===== config.mk =====
export PLATFORM = sky130hd
export DESIGN_NAME = ov5640_cfg_sequencer
export DESIGN_NICKNAME = d
export VERILOG_FILES = /design/src/rtl/ov5640_pkg.sv /design/src/rtl/ov5640_cfg_rom.sv /design/src/rtl/ov5640_cfg_sequencer.sv
export SDC_FILE = /design/constraint.sdc
export NUM_CORES = 1
export LEC_CHECK = 0
export CAP_MARGIN = 40
export CORE_UTILIZATION = 30
export CTS_CLUSTER_DIAMETER = 40
export DETAILED_ROUTE_END_ITERATION = 10
export GPL_TIMING_DRIVEN = 1
export PLACE_DENSITY = 0.45
export REMOVE_ABC_BUFFERS = 1
export SKIP_LAST_GASP = 1
export SYNTH_ARGS = -nofsm -noshare
export SYNTH_HDL_FRONTEND = slang
export SYNTH_HIERARCHICAL = 1
export SYNTH_SLANG_ARGS = --single-unit

===== constraint.sdc =====
create_clock -name sys_clock -period 16.4 [get_ports sys_clock]
set_input_delay 4.1 -clock sys_clock [delete_from_list [all_inputs] [get_ports sys_clock]]
set_output_delay 4.1 -clock sys_clock [all_outputs]
set_load 0.01 [all_outputs]

===== src/rtl/ov5640_pkg.sv =====
// Shared constants and state encoding for the OV5640 power-up register sequencer.
package ov5640_pkg;

  localparam int unsigned CFG_WORD_W    = 24;
  localparam logic [15:0] CFG_DELAY_TAG = 16'hFFFF;
  localparam logic [7:0]  DEF_DEV_ADDR  = 8'h78;

  typedef enum logic [3:0] {
    ST_POWERUP,
    ST_LOAD,
    ST_ISSUE,
    ST_WAIT_ACK,
    ST_WAIT_DONE,
    ST_GAP,
    ST_DELAY,
    ST_DONE,
    ST_ERROR
  } cfg_state_e;

endpackage


===== src/rtl/ov5640_cfg_rom.sv =====
// OV5640 init table: {reg_addr[15:0], data[7:0]}; reg_addr 16'hFFFF marks a delay of data ms.
module ov5640_cfg_rom
  import ov5640_pkg::*;
#(
  parameter int unsigned CFG_NUM = 256,
  parameter int unsigned IDX_W   = 9
) (
  input  logic [IDX_W-1:0]      index,
  output logic [CFG_WORD_W-1:0] word
);

  always_comb begin
    word = '0;
    if (32'(index) < CFG_NUM) begin
      case (16'(index))
        16'd0:   word = {16'h3008, 8'h82};
        16'd1:   word = {16'hFFFF, 8'd5};
        16'd2:   word = {16'h3008, 8'h42};
        16'd3:   word = {16'h3103, 8'h03};
        16'd4:   word = {16'h3017, 8'hFF};
        16'd5:   word = {16'h3018, 8'hFF};
        16'd6:   word = {16'h3034, 8'h1A};
        16'd7:   word = {16'h3037, 8'h13};
        16'd8:   word = {16'h3108, 8'h01};
        16'd9:   word = {16'h3630, 8'h36};
        16'd10:  word = {16'h3631, 8'h0E};
        16'd11:  word = {16'h3632, 8'hE2};
        16'd12:  word = {16'h3633, 8'h12};
        16'd13:  word = {16'h3621, 8'hE0};
        16'd14:  word = {16'h3704, 8'hA0};
        16'd15:  word = {16'h3703, 8'h5A};
        default: word = '0;
      endcase
    end
  end

endmodule


===== src/rtl/ov5640_cfg_sequencer.sv =====
// Walks the OV5640 init table after power-up and hands each write to the SCCB controller
// through a go-level / trans_finished handshake.
module ov5640_cfg_sequencer
  import ov5640_pkg::*;
#(
  parameter int unsigned SYS_CLOCK_FREQ = 25000000,
  parameter logic [7:0]  DEV_ADDR       = DEF_DEV_ADDR,
  parameter int unsigned CFG_NUM        = 256,
  parameter int unsigned POWERUP_CYCLES = 500000,
  parameter int unsigned GAP_CYCLES     = 64,
  parameter int unsigned TIMEOUT_CYCLES = 4096,
  localparam int unsigned IDX_W         = $clog2(CFG_NUM + 1)
) (
  input  logic                  sys_clock,
  input  logic                  rst,
  input  logic                  cfg_restart,
  input  logic                  trans_finished,
  output logic [7:0]            I2C_addr,
  output logic [CFG_WORD_W-1:0] I2C_WDATA,
  output logic                  go,
  output logic [IDX_W-1:0]      cfg_index,
  output logic                  cfg_busy,
  output logic                  cfg_done,
  output logic                  cfg_error
);

  localparam int unsigned CNT_W      = 32;
  localparam int unsigned CYC_PER_MS = SYS_CLOCK_FREQ / 1000;

  cfg_state_e                state;
  logic [CNT_W-1:0]          cnt;
  logic                      rerun;
  logic [CFG_WORD_W-1:0]     rom_word;
  logic [CNT_W-1:0]          cnt_inc_c;
  logic [CNT_W-1:0]          delay_cycles_c;
  logic                      last_c;

  ov5640_cfg_rom #(.CFG_NUM(CFG_NUM), .IDX_W(IDX_W)) u_rom (
    .index (cfg_index),
    .word  (rom_word)
  );

  assign I2C_addr       = DEV_ADDR;
  assign cnt_inc_c      = cnt + CNT_W'(1);
  assign delay_cycles_c = CNT_W'(I2C_WDATA[7:0]) * CNT_W'(CYC_PER_MS);
  assign last_c         = (cfg_index == IDX_W'(CFG_NUM - 1));

  // One counter serves power-up, gap, handshake timeout and delay, cleared on every state entry.
  always_ff @(posedge sys_clock) begin
    if (!rst) begin
      state     <= ST_POWERUP;
      cnt       <= '0;
      rerun     <= 1'b0;
      go        <= 1'b0;
      I2C_WDATA <= '0;
      cfg_index <= '0;
      cfg_busy  <= 1'b1;
      cfg_done  <= 1'b0;
      cfg_error <= 1'b0;
    end else if (cfg_restart) begin
      // Idle out through a gap so an aborted controller transfer can settle.
      state     <= ST_GAP;
      cnt       <= '0;
      rerun     <= 1'b1;
      go        <= 1'b0;
      cfg_index <= '0;
      cfg_busy  <= 1'b1;
      cfg_done  <= 1'b0;
      cfg_error <= 1'b0;
    end else begin
      case (state)
        ST_POWERUP: begin
          if (cnt_inc_c >= CNT_W'(POWERUP_CYCLES)) begin
            cnt   <= '0;
            state <= ST_LOAD;
          end else begin
            cnt <= cnt_inc_c;
          end
        end
        ST_LOAD: begin
          I2C_WDATA <= rom_word;
          cnt       <= '0;
          state     <= (rom_word[23:8] == CFG_DELAY_TAG) ? ST_DELAY : ST_ISSUE;
        end
        ST_ISSUE: begin
          go    <= 1'b1;
          cnt   <= '0;
          state <= ST_WAIT_ACK;
        end
        ST_WAIT_ACK: begin
          if (!trans_finished) begin
            cnt   <= '0;
            state <= ST_WAIT_DONE;
          end else if (cnt_inc_c >= CNT_W'(TIMEOUT_CYCLES)) begin
            go        <= 1'b0;
            cfg_error <= 1'b1;
            cfg_busy  <= 1'b0;
            state     <= ST_ERROR;
          end else begin
            cnt <= cnt_inc_c;
          end
        end
        ST_WAIT_DONE: begin
          if (trans_finished) begin
            go    <= 1'b0;
            cnt   <= '0;
            state <= ST_GAP;
          end else if (cnt_inc_c >= CNT_W'(TIMEOUT_CYCLES)) begin
            go        <= 1'b0;
            cfg_error <= 1'b1;
            cfg_busy  <= 1'b0;
            state     <= ST_ERROR;
          end else begin
            cnt <= cnt_inc_c;
          end
        end
        ST_GAP: begin
          if (cnt_inc_c >= CNT_W'(GAP_CYCLES)) begin
            cnt <= '0;
            if (rerun) begin
              rerun <= 1'b0;
              state <= ST_LOAD;
            end else if (last_c) begin
              cfg_done <= 1'b1;
              cfg_busy <= 1'b0;
              state    <= ST_DONE;
            end else begin
              cfg_index <= cfg_index + IDX_W'(1);
              state     <= ST_LOAD;
            end
          end else begin
            cnt <= cnt_inc_c;
          end
        end
        ST_DELAY: begin
          if (cnt_inc_c >= delay_cycles_c) begin
            cnt <= '0;
            if (last_c) begin
              cfg_done <= 1'b1;
              cfg_busy <= 1'b0;
              state    <= ST_DONE;
            end else begin
              cfg_index <= cfg_index + IDX_W'(1);
              state     <= ST_LOAD;
            end
          end else begin
            cnt <= cnt_inc_c;
          end
        end
        ST_DONE, ST_ERROR: begin
          go <= 1'b0;
        end
        default: begin
          go    <= 1'b0;
          state <= ST_ERROR;
        end
      endcase
    end
  end

endmodule

# Yosys cells after proc, flatten, opt, wreduce, memory -nomap -nowiden
# Memory sizes are Yosys's and may differ from the RTL's. A register that Yosys moved wholly into a read port is not among the register bits.
# Index checks and enable logic that the tools add are counted.
# word_totals
regBits	74
romBits	352
in_bits	4
output_inout_bits	45
word_cells	114
n_memories	1
# memory_table
name	depth	word_bits	rd	rd_ports_with_merged_regs	write_ports	line	source
(name not given)	16	22	1	1	0	ov5640_cfg_rom.sv:15	case (16'(index))
# op_classes
n_addsub	2
multipliers	1
n_lt_le_gt_ge	5
n_eq_ne	20
n_mux	51
bitwise	4
reduce_logical	20
# op_table
operator	n
two-way mux 32 bit	6
one-hot mux 32 bit (6 select lines)	1
two-way mux 24 bit	2
two-way mux 9 bit	4
adder 32 x 1 -> 32 bit, second input constant	1
greater-or-equal comparator 32 x 13 -> 1 bit, second input constant	1
greater-or-equal comparator 32 x 19 -> 1 bit, second input constant	1
greater-or-equal comparator 32 x 23 -> 1 bit	1
greater-or-equal comparator 32 x 7 -> 1 bit, second input constant	1
two-way mux 4 bit	8
one-hot mux 4 bit (8 select lines)	1
multiplier 8 x 12 -> 20 bit, second input constant	1
two-way mux 1 bit	20
one-hot mux 9 bit (2 select lines)	1
== test 16 bit, second input constant	1
== test 4 x 3 -> 1 bit, second input constant	4
inequality test 2 bit, second input constant	7
two-way mux 3 bit	4
AND reduction 4 bit	3
adder 9 x 1 -> 9 bit, second input constant	1
== test 9 x 8 -> 1 bit, second input constant	1
less-than comparator 9 bit, second input constant	1
inequality test 3 bit, second input constant	3
== test 4 x 2 -> 1 bit, second input constant	2
15 further kinds	27

# Depth between registers and ports, before layout
# Gate-level depths: netlist of the first run.
# depth
ltp_word	7
depth_mapped	27
depth_no_buf	26

# Modules after synthesis
# The synthesis of the first run kept the hierarchy.
# by_module_without_submodules
module	n_inst	cells_per_inst	area_per_inst_um2	seq_area_each_um2
ov5640_cfg_sequencer	1	756	6183.4	1481.4
ov5640_cfg_rom	1	85	579.3	0.0

# Worst setup path after synthesis of the first run
# Ideal clock, no wire load.
# synth_timing
path_kind	register -> register
start	reg I2C_WDATA[4]
end	reg cfg_index[3]
setup_time_ns	0.070
arrival_time_ns	5.727
t_required_ns	16.330
setup_slack_ns	10.602
stages_incl_launch_ff	27
n_path_buf	1
period_less_slack_ns	5.798
cell_sequence	dfxtp_1 ha_1 ha_1 inv_1 fa_1 inv_1 fa_1 ha_1 a21o_1 a21oi_1 o21ai_0 a41oi_1 a21oi_1 a311o_1 a21oi_1 xor2_1 ha_1 nand3_1 nor2_1 nand3_1 a311oi_1 a2111oi_4 nand3_2 o211ai_2 buf_2 or3_1 a21oi_1
# synth_via
elab_chain_cells	4
# synth_rtl
item	line	source
start: declaration	ov5640_cfg_sequencer.sv:19	output logic [CFG_WORD_W-1:0] I2C_WDATA,
start signal: assignment	ov5640_cfg_sequencer.sv:81	I2C_WDATA <= rom_word;
multiplier 8 x 12 -> 20 bit	ov5640_cfg_sequencer.sv:45	assign delay_cycles_c = CNT_W'(I2C_WDATA[7:0]) * CNT_W'(CYC_PER_MS);
greater-or-equal comparator 32 x 23 -> 1 bit	ov5640_cfg_sequencer.sv:136	if (cnt_inc_c >= delay_cycles_c) begin
inequality test 2 bit (no source line)	n/a	
AND reduction 4 bit (no source line)	n/a	
end signal: assignment	ov5640_cfg_sequencer.sv:128	cfg_index <= cfg_index + IDX_W'(1);
end signal: assignment	ov5640_cfg_sequencer.sv:143	cfg_index <= cfg_index + IDX_W'(1);
end: declaration	ov5640_cfg_sequencer.sv:21	output logic [IDX_W-1:0] cfg_index,
# Every way passes these cells.
# A chain may end at the register's enable or synchronous reset.

# Final worst setup path of the first run
# layout_timing
start	reg I2C_WDATA[4]
end	reg cfg_index[7]
# Same word-level chain as after synthesis.

==> results of run 1 <==
-- state kept, by name, summed over array words and instances, names as in the netlist --
| register | flops |
|---|---|
| state | 4 |
| cfg_done | 1 |
| go | 1 |
| cfg_index | 9 |
| cfg_error | 1 |
| cfg_busy | 1 |
| rerun | 1 |
| cnt | 32 |
| I2C_WDATA | 24 |
-- logic make-up (layout without fill, tap and decap cells) --
family	after synthesis	count (layout)	share of synthesized area (%)
AND/OR/NAND/NOR	311	311	24.2
AO/OA/AOI/OAI	199	199	19.8
buffers and inverters	105	112	7.44
adder cells (fa/ha/maj)	96	96	19.1
flip-flops	74	74	21.9
XOR/XNOR	40	40	5.18
multiplexers	14	14	2.29
other	2	8	0.111
-- Yosys cell counts (all sizes together) (16+ instances only) --
cell type / number
nand2: 95
ha: 84
a21oi: 75
dfxtp: 74
nor2: 50
inv: 46
buf: 36
nand3: 36
o21ai: 28
xnor2: 24
clkbuf: 22
nand4: 19
and2: 17
xor2: 16
-- metal layers --
| layer | global-route usage, % | routed length [µm] |
|---|---|---|
| met5 | 0 | 0 |
| met1 | 22.6 | 9240 |
| met3 | 2.47 | 475 |
| met4 | 4.81 | 264 |
| met2 | 24.8 | 7920 |
-- metrics by stage --
step / hold WS [ns] / setup WS, ns / area (µm²)
detailed placement: 0.440 / 9.89 / 7310
global route: 0.474 / 9.23 / 7630
floorplan: 0.454 / 10.50 / 6460
global placement: 0.439 / 9.83 / 7250
CTS: 0.461 / 9.82 / 7630
finish: 0.457 / 9.90 / 7630
-- power by group --
group,internal [µW],switching [µW],total (µW)
logic,28.4,43.8,72.2
clock network,137,81.6,219
registers,182,5.29,188
-- final timing paths --
| check | startpoint | end | slack [ns] | cells past startpoint |
|---|---|---|---|---|
| worst min register to register | cfg_error | cfg_error | 0.46 | 2 |
| worst min-delay path | cfg_error | cfg_error | 0.46 | 2 |
| worst max-delay path | I2C_WDATA[4] | cfg_index[7] | 9.90 | 25 |
| worst max register to register | I2C_WDATA[4] | cfg_index[7] | 9.90 | 25 |
-- area by class of cell --
cell class | count | area, µm² | area share, %
multi-input combinational | 668 | 4800 | 62.9
timing repair buffer | 49 | 503 | 6.59
sequential | 74 | 1480 | 19.4
clock inverter | 5 | 77.6 | 1.02
inverter | 47 | 176 | 2.31
clock buffer | 11 | 243 | 3.18
tap | 280 | 350 | 4.59
-- worst register-to-register path: stages (launching register included) --
cell                        delay [ns]
sky130_fd_sc_hd__dfxtp_1          0.47
sky130_fd_sc_hd__ha_1             0.31
sky130_fd_sc_hd__ha_1             0.28
sky130_fd_sc_hd__inv_1            0.05
sky130_fd_sc_hd__fa_1             0.50
sky130_fd_sc_hd__inv_1            0.05
sky130_fd_sc_hd__fa_1             0.47
sky130_fd_sc_hd__ha_1             0.34
sky130_fd_sc_hd__a21o_1           0.19
sky130_fd_sc_hd__a21oi_1          0.20
sky130_fd_sc_hd__o21ai_0          0.16
sky130_fd_sc_hd__a41oi_1          0.35
sky130_fd_sc_hd__a21oi_1          0.15
sky130_fd_sc_hd__a311o_1          0.33
sky130_fd_sc_hd__a21oi_1          0.17
sky130_fd_sc_hd__xor2_1           0.10
sky130_fd_sc_hd__ha_1             0.30
sky130_fd_sc_hd__nand3_1          0.12
sky130_fd_sc_hd__nor2_1           0.12
sky130_fd_sc_hd__nand3_1          0.12
sky130_fd_sc_hd__a311oi_1         0.39
sky130_fd_sc_hd__a2111oi_4        0.10
sky130_fd_sc_hd__nand3_2          0.17
sky130_fd_sc_hd__o211ai_2         0.27
sky130_fd_sc_hd__or4_1            0.54
sky130_fd_sc_hd__a21oi_1          0.16
==> out/qor_table.md, run 1 <==
| Metric | Value | Unit |
|:---|:---|:---|
| Result of the run | complete, but fails checks | - |
| Violations in the final reports | DRC | - |
| Global route total overflow | 0 | - |
| Boundary Pins | 49 | - |
| Routed via count divided by cell count | 5.19 | - |
| Top delay family on crit path | compound AO/OA/AOI/OAI gates | - |
| Unrepaired setup endpoints after global routing | false | - |
| Final antenna-violating net count | 0 | - |
| Cell count after placement | 1118 | - |
| Total wire length | 17900 | µm |
| Number of flops mapped to enable cells by yosys | 0 | - |
| Synth unique cells | 83 | - |
| Final net count | 949 | - |
| Standard-cell rows | 54 | - |
| Arrival time at the worst endpoint | 6.78 | ns |
| Leading cell type in the layout, fill and taps excluded | sky130_fd_sc_hd__nand2_1 | - |
| DP HPWL | 13400 | µm |
| Final slew viol count | 0 | - |
| Peak supply drop | 0.0497 | mV |
| Clock tree from TritonCTS | done | - |
| GRT Total Usage | 15.9 | % |
| Data required time at the worst endpoint | 16.67 | ns |
| Detailed-route wire length per cell | 15.8 | µm |
| H-Tree Level Count | 3 | - |
| Total number of vias | 5881 | - |
| Max-slew headroom | 54.8 | % |
| Number of cells produced by synthesis | 841 | - |
| Post-layout instance count excluding filler cells | 1134 | - |
| Worst Path Buf+Inv | 2 | - |
| PnR Total Power | 479 | µW |
| Warnings from Yosys | 6 | - |
| Max Buffers Root-to-Sink | 2 | - |
| Final setup skew | 0.00955 | ns |
| Clk Latency, worst-skew pair | 0.35 | ns |
| Type of the setup path with the least slack | register to register | - |
| Global-route wire length before repair | 29900 | µm |
| Share of the core filled with cells in the final layout | 34.8 | % |
| Die Wd | 152 | µm |
| Post-synthesis cell area | 6760 | µm² |
| Static leakage | 0.00315 | µW |
| Flip-flop cell with the highest count after synthesis | sky130_fd_sc_hd__dfxtp_1 | - |
| # diodes | 0 | - |
| Largest stage delay on the critical path | 0.54 | ns |
| Hold Fails Final Rpt | 0 | - |
| Worst Setup End Kind | register | - |
| CTS hold repair buffers | 0 | - |
| Fraction of final layout cells sized beyond drive strength 1 | 6.21 | % |
| Pin count of the biggest net entering global routing | 36 | - |
| Tightest Pin Transition | 0.676 | ns |
| Detailed-router iteration count before antenna repair | 7 | - |
| Number of sinks on the clock net | 74 | - |
| Syn avg cell area | 8.04 | µm² |
| Effective utilization at floorplan | 30.8 | % |
| #FFs+latches synth | 74 | - |
| Total power per unit cell area | 62.7 | nW/µm² |
| CTS Root Cell | sky130_fd_sc_hd__clkbuf_16 | - |
| # port buffers | 40 | - |
| Post-CTS Setup Inserts | 0 | - |
| CP max stage cell | sky130_fd_sc_hd__or4_1 | - |
| Highest fanout seen on the critical path | 14 | - |
| Number of buffers added by the clock tree synthesis step | 9 | - |
| Initial antenna violation count | 0 | - |
| Standard cell core area | 22000 | µm² |
| Number of max-cap violations | 0 | - |
| Number of gates resized after cts | 0 | - |
| Count of fill cells added during filler insertion | 2337 | - |
| Detailed Route Iter0 Violations | 319 | - |
| Clock transition at the register clock pins on the worst setup and hold paths after CTS | 0.06 | ns |
| Die Y | 152 | µm |
| Final period util | 39.7 | % |
| Fmax achieved | 154 | MHz |
| Area enclosed by the die boundary | 23100 | µm² |
| Total negative slack | 0 | ns |
| Final Wtd Congestion | 0.783 | - |
| Layout-stage area growth over the synthesis result | 12.9 | % |
| Final setup fails | 0 | - |
| Via count of the first global-routing pass | 5577 | - |
| Crit start category | register | - |
| Kind of path behind the tightest hold check | register to register | - |
| Most used cells in the layout excluding fill and tap cells | sky130_fd_sc_hd__nand2_1 (94), sky130_fd_sc_hd__ha_1 (84), sky130_fd_sc_hd__dfxtp_1 (74), sky130_fd_sc_hd__a21oi_1 (74), sky130_fd_sc_hd__nor2_1 (50) | - |
| Sequential area share after synthesis | 21.9 | % |
| Number of remaining DRC errors | 2 | - |
| Post-synthesis async set-or-reset flop share | 0 | % |
| Cell taking the most area after synthesis | sky130_fd_sc_hd__dfxtp_1 | - |
| Final min period | 6.50 | ns |
| Proportion of netlist area held by the largest area contributor | 21.9 | % |
| Dominant cells by area after synthesis | sky130_fd_sc_hd__dfxtp_1 (22%), sky130_fd_sc_hd__ha_1 (16%), sky130_fd_sc_hd__a21oi_1 (5.5%) | - |
Note: power is estimated with default switching activity, not from simulation.
==> inputs of run 2 (changes only) <==
==> constraint.sdc (replaced) <==
create_clock -name sys_clock -period 6.2 [get_ports sys_clock]
set_input_delay 1.55 -clock sys_clock [delete_from_list [all_inputs] [get_ports sys_clock]]
set_output_delay 1.55 -clock sys_clock [all_outputs]
set_load 0.01 [all_outputs]
==> out/qor_table.md, run 2 (same netlist as run 1, synthesis figures left out) <==
| Metric | Value | Unit |
|:---|:---|:---|
| Result of the run | complete, but fails checks | - |
| Number of sinks on the clock net | 74 | - |
| Worst Hold Endpoint | I2C_WDATA[23] | - |
| Proportion of power drawn by combinational gates | 16.7 | % |
| Static leakage | 0.00320 | µW |
| Die Y | 152 | µm |
| Boundary Pins | 49 | - |
| Worst setup margin | 0.262 | ns |
| Final antenna-violating net count | 0 | - |
| Type of the setup path with the least slack | register to register | - |
| FF-to-FF setup slack | 0.26 | ns |
| Routed via count divided by cell count | 5.26 | - |
| Worst setup slack before clock tree synthesis | -0.0353 | ns |
| Capture instance of the worst register-to-register path | state[0] | - |
| Final Wtd Congestion | 0.782 | - |
| Top Registers | cnt x32, I2C_WDATA x24, cfg_index x9 | - |
| Peak supply drop | 0.109 | mV |
| Max-slew headroom | 43.7 | % |
| Effective utilization at floorplan | 30.8 | % |
| Clock tree from TritonCTS | done | - |
| Number of remaining DRC errors | 2 | - |
| Final net count | 959 | - |
| Switching share of power | 28.7 | % |
| CTS Root Cell | sky130_fd_sc_hd__clkbuf_16 | - |
| Max Buffers Root-to-Sink | 2 | - |
| Final setup skew | 0.00448 | ns |
| Standard cell core area | 22000 | µm² |
| Global route total overflow | 0 | - |
| Total negative slack | 0 | ns |
| CTS hold repair buffers | 0 | - |
| Clock group share of total power | 43.7 | % |
| Crit start category | register | - |
| Tightest Pin Transition | 0.844 | ns |
| Die Wd | 152 | µm |
| Clk Latency, worst-skew pair | 0.35 | ns |
| Number of max-cap violations | 0 | - |
| Hold Fails Final Rpt | 0 | - |
| Fmax achieved | 168 | MHz |
| Violations in the final reports | DRC | - |
| Data required time at the worst endpoint | 6.44 | ns |
| Reg2reg path depth | 25 | - |
| Internal power component | 891 | µW |
| Worst hold slack | 0.456 | ns |
| Largest reg by FF count | cnt | - |
| Final setup fails | 0 | - |
| Part of the total power dissipated in sequential elements | 39.6 | % |
| Area enclosed by the die boundary | 23100 | µm² |
| Via count of the first global-routing pass | 5629 | - |
| Total power per unit cell area | 161 | nW/µm² |
| H-Tree Level Count | 3 | - |
| Cells on Worst Hold Path | 2 | - |
| Final slew viol count | 0 | - |
| Final min period | 5.94 | ns |
| # diodes | 0 | - |
| Number of buffers added by the clock tree synthesis step | 9 | - |
| Pin count of the biggest net entering global routing | 36 | - |
| Count of fill cells added during filler insertion | 2358 | - |
| Leading cell type in the layout, fill and taps excluded | sky130_fd_sc_hd__nand2_1 | - |
| Final period util | 95.8 | % |
| Layout-stage area growth over the synthesis result | 15.0 | % |
| Reg-to-reg startpoint | I2C_WDATA[2] | - |
| Standard-cell rows | 54 | - |
| # port buffers | 40 | - |
| Kind of path behind the tightest hold check | register to register | - |
| Arrival time at the worst endpoint | 6.18 | ns |
| Launch instance of the worst min-delay path | I2C_WDATA[23] | - |
| Most used cells in the layout excluding fill and tap cells | sky130_fd_sc_hd__nand2_1 (94), sky130_fd_sc_hd__ha_1 (84), sky130_fd_sc_hd__dfxtp_1 (73), sky130_fd_sc_hd__a21oi_1 (73), sky130_fd_sc_hd__nor2_1 (50) | - |
| Detailed-router iteration count before antenna repair | 8 | - |
| Clock transition at the register clock pins on the worst setup and hold paths after CTS | 0.06 | ns |
| PnR Total Power | 1250 | µW |
| Global-route wire length before repair | 29800 | µm |
| Number of flip-flops in the largest register | 32 | - |
| Highest fanout seen on the critical path | 6 | - |
| Switching power | 359 | µW |
| GRT Total Usage | 16.0 | % |
| Total wire length | 18400 | µm |
| Detailed-route wire length per cell | 16.1 | µm |
| Detailed Route Iter0 Violations | 350 | - |
| DP HPWL | 13700 | µm |
| Initial antenna violation count | 0 | - |
| Total number of vias | 6018 | - |
| Worst Setup End Kind | register | - |
| Fraction of final layout cells sized beyond drive strength 1 | 8.56 | % |
-- run 2: cell type report --
type	count	area [µm²]	area share, %
Multi-Input combinational cell	668	4890	62.8
Sequential cell	74	1480	19.1
Timing Repair Buffer	59	583	7.50
Tap cell	280	350	4.50
Clock buffer	12	246	3.17
Inverter	47	176	2.27
Clock inverter	4	51.3	0.660
-- run 2: stage by stage --
step	instance area (µm²)	util [%]	cells
after detailed placement	7350	33.5	1123
after global routing	7780	35.4	1144
final	7780	35.4	1144
after CTS	7660	34.9	1139
after floorplan	6460	-	789
after global placement	7310	33.3	1121
-- run 2: worst max path at each step --
stage                              end         start  slack (ns)
after floorplan           cfg_index[5]  I2C_WDATA[4]        0.30
after global placement    cfg_index[5]  I2C_WDATA[2]         0.1
after detailed placement  cfg_index[7]  I2C_WDATA[2]       -0.04
after CTS                 cfg_index[7]  I2C_WDATA[2]        0.01
after global routing          state[0]  I2C_WDATA[2]      -0.009
final                         state[0]  I2C_WDATA[2]        0.26
-- run 2: power by group through the flow --
stage	Sequential, µW	Combinational, µW	Clock, µW
after global placement	507	192	0
after CTS	495	199	567
after detailed placement	506	196	0
after floorplan	505	130	0
final	495	209	547
after global routing	497	233	584
-- run 2: layer usage --
metal  up-vias  wire, µm  track usage, %
met5         -         0               0
met4         0       236            4.47
met3        15       567            2.33
met2        90      8210            25.1
met1      2862      9370            22.6
li1       3051         -               -
-- run 2: worst max-delay path, stage by stage, from the launching register on --
cell                        delay [ns]
sky130_fd_sc_hd__dfxtp_1          0.31
sky130_fd_sc_hd__ha_1             0.31
sky130_fd_sc_hd__ha_1             0.29
sky130_fd_sc_hd__inv_1            0.05
sky130_fd_sc_hd__fa_1             0.49
sky130_fd_sc_hd__inv_1            0.05
sky130_fd_sc_hd__fa_1             0.47
sky130_fd_sc_hd__ha_1             0.34
sky130_fd_sc_hd__a21o_1           0.20
sky130_fd_sc_hd__a21oi_2          0.16
sky130_fd_sc_hd__o21ai_1          0.12
sky130_fd_sc_hd__a41oi_2          0.18
sky130_fd_sc_hd__a21oi_1          0.13
sky130_fd_sc_hd__a311o_1          0.33
sky130_fd_sc_hd__a21oi_1          0.18
sky130_fd_sc_hd__xor2_1           0.19
sky130_fd_sc_hd__ha_1             0.28
sky130_fd_sc_hd__nand3_2          0.11
sky130_fd_sc_hd__nor2_1           0.06
sky130_fd_sc_hd__a211oi_2         0.21
sky130_fd_sc_hd__o31ai_2          0.11
sky130_fd_sc_hd__a2111oi_4        0.41
sky130_fd_sc_hd__nand3_4          0.18
sky130_fd_sc_hd__a21boi_4         0.20
sky130_fd_sc_hd__and2_1           0.19
sky130_fd_sc_hd__o311a_1          0.28
-- run 2: what timing repair did --
| item | CTS | global route |
|---|---|---|
| setup endpoints to repair | 4 | 37 |
| gates resized for setup | 1 | 18 |
| pin swaps | 0 | 9 |
| buffers inserted | 0 | 5 |
==> inputs of run 3 (changes only) <==
--- a/config.mk
+++ b/config.mk
@@ -9,7 +9,6 @@
 export CORE_UTILIZATION = 30
 export CTS_CLUSTER_DIAMETER = 40
 export DETAILED_ROUTE_END_ITERATION = 10
-export GPL_TIMING_DRIVEN = 1
 export PLACE_DENSITY = 0.45
 export REMOVE_ABC_BUFFERS = 1
 export SKIP_LAST_GASP = 1
==> results of run 3 <==
Final layout, timing and power as in run 2 (identical DEF).
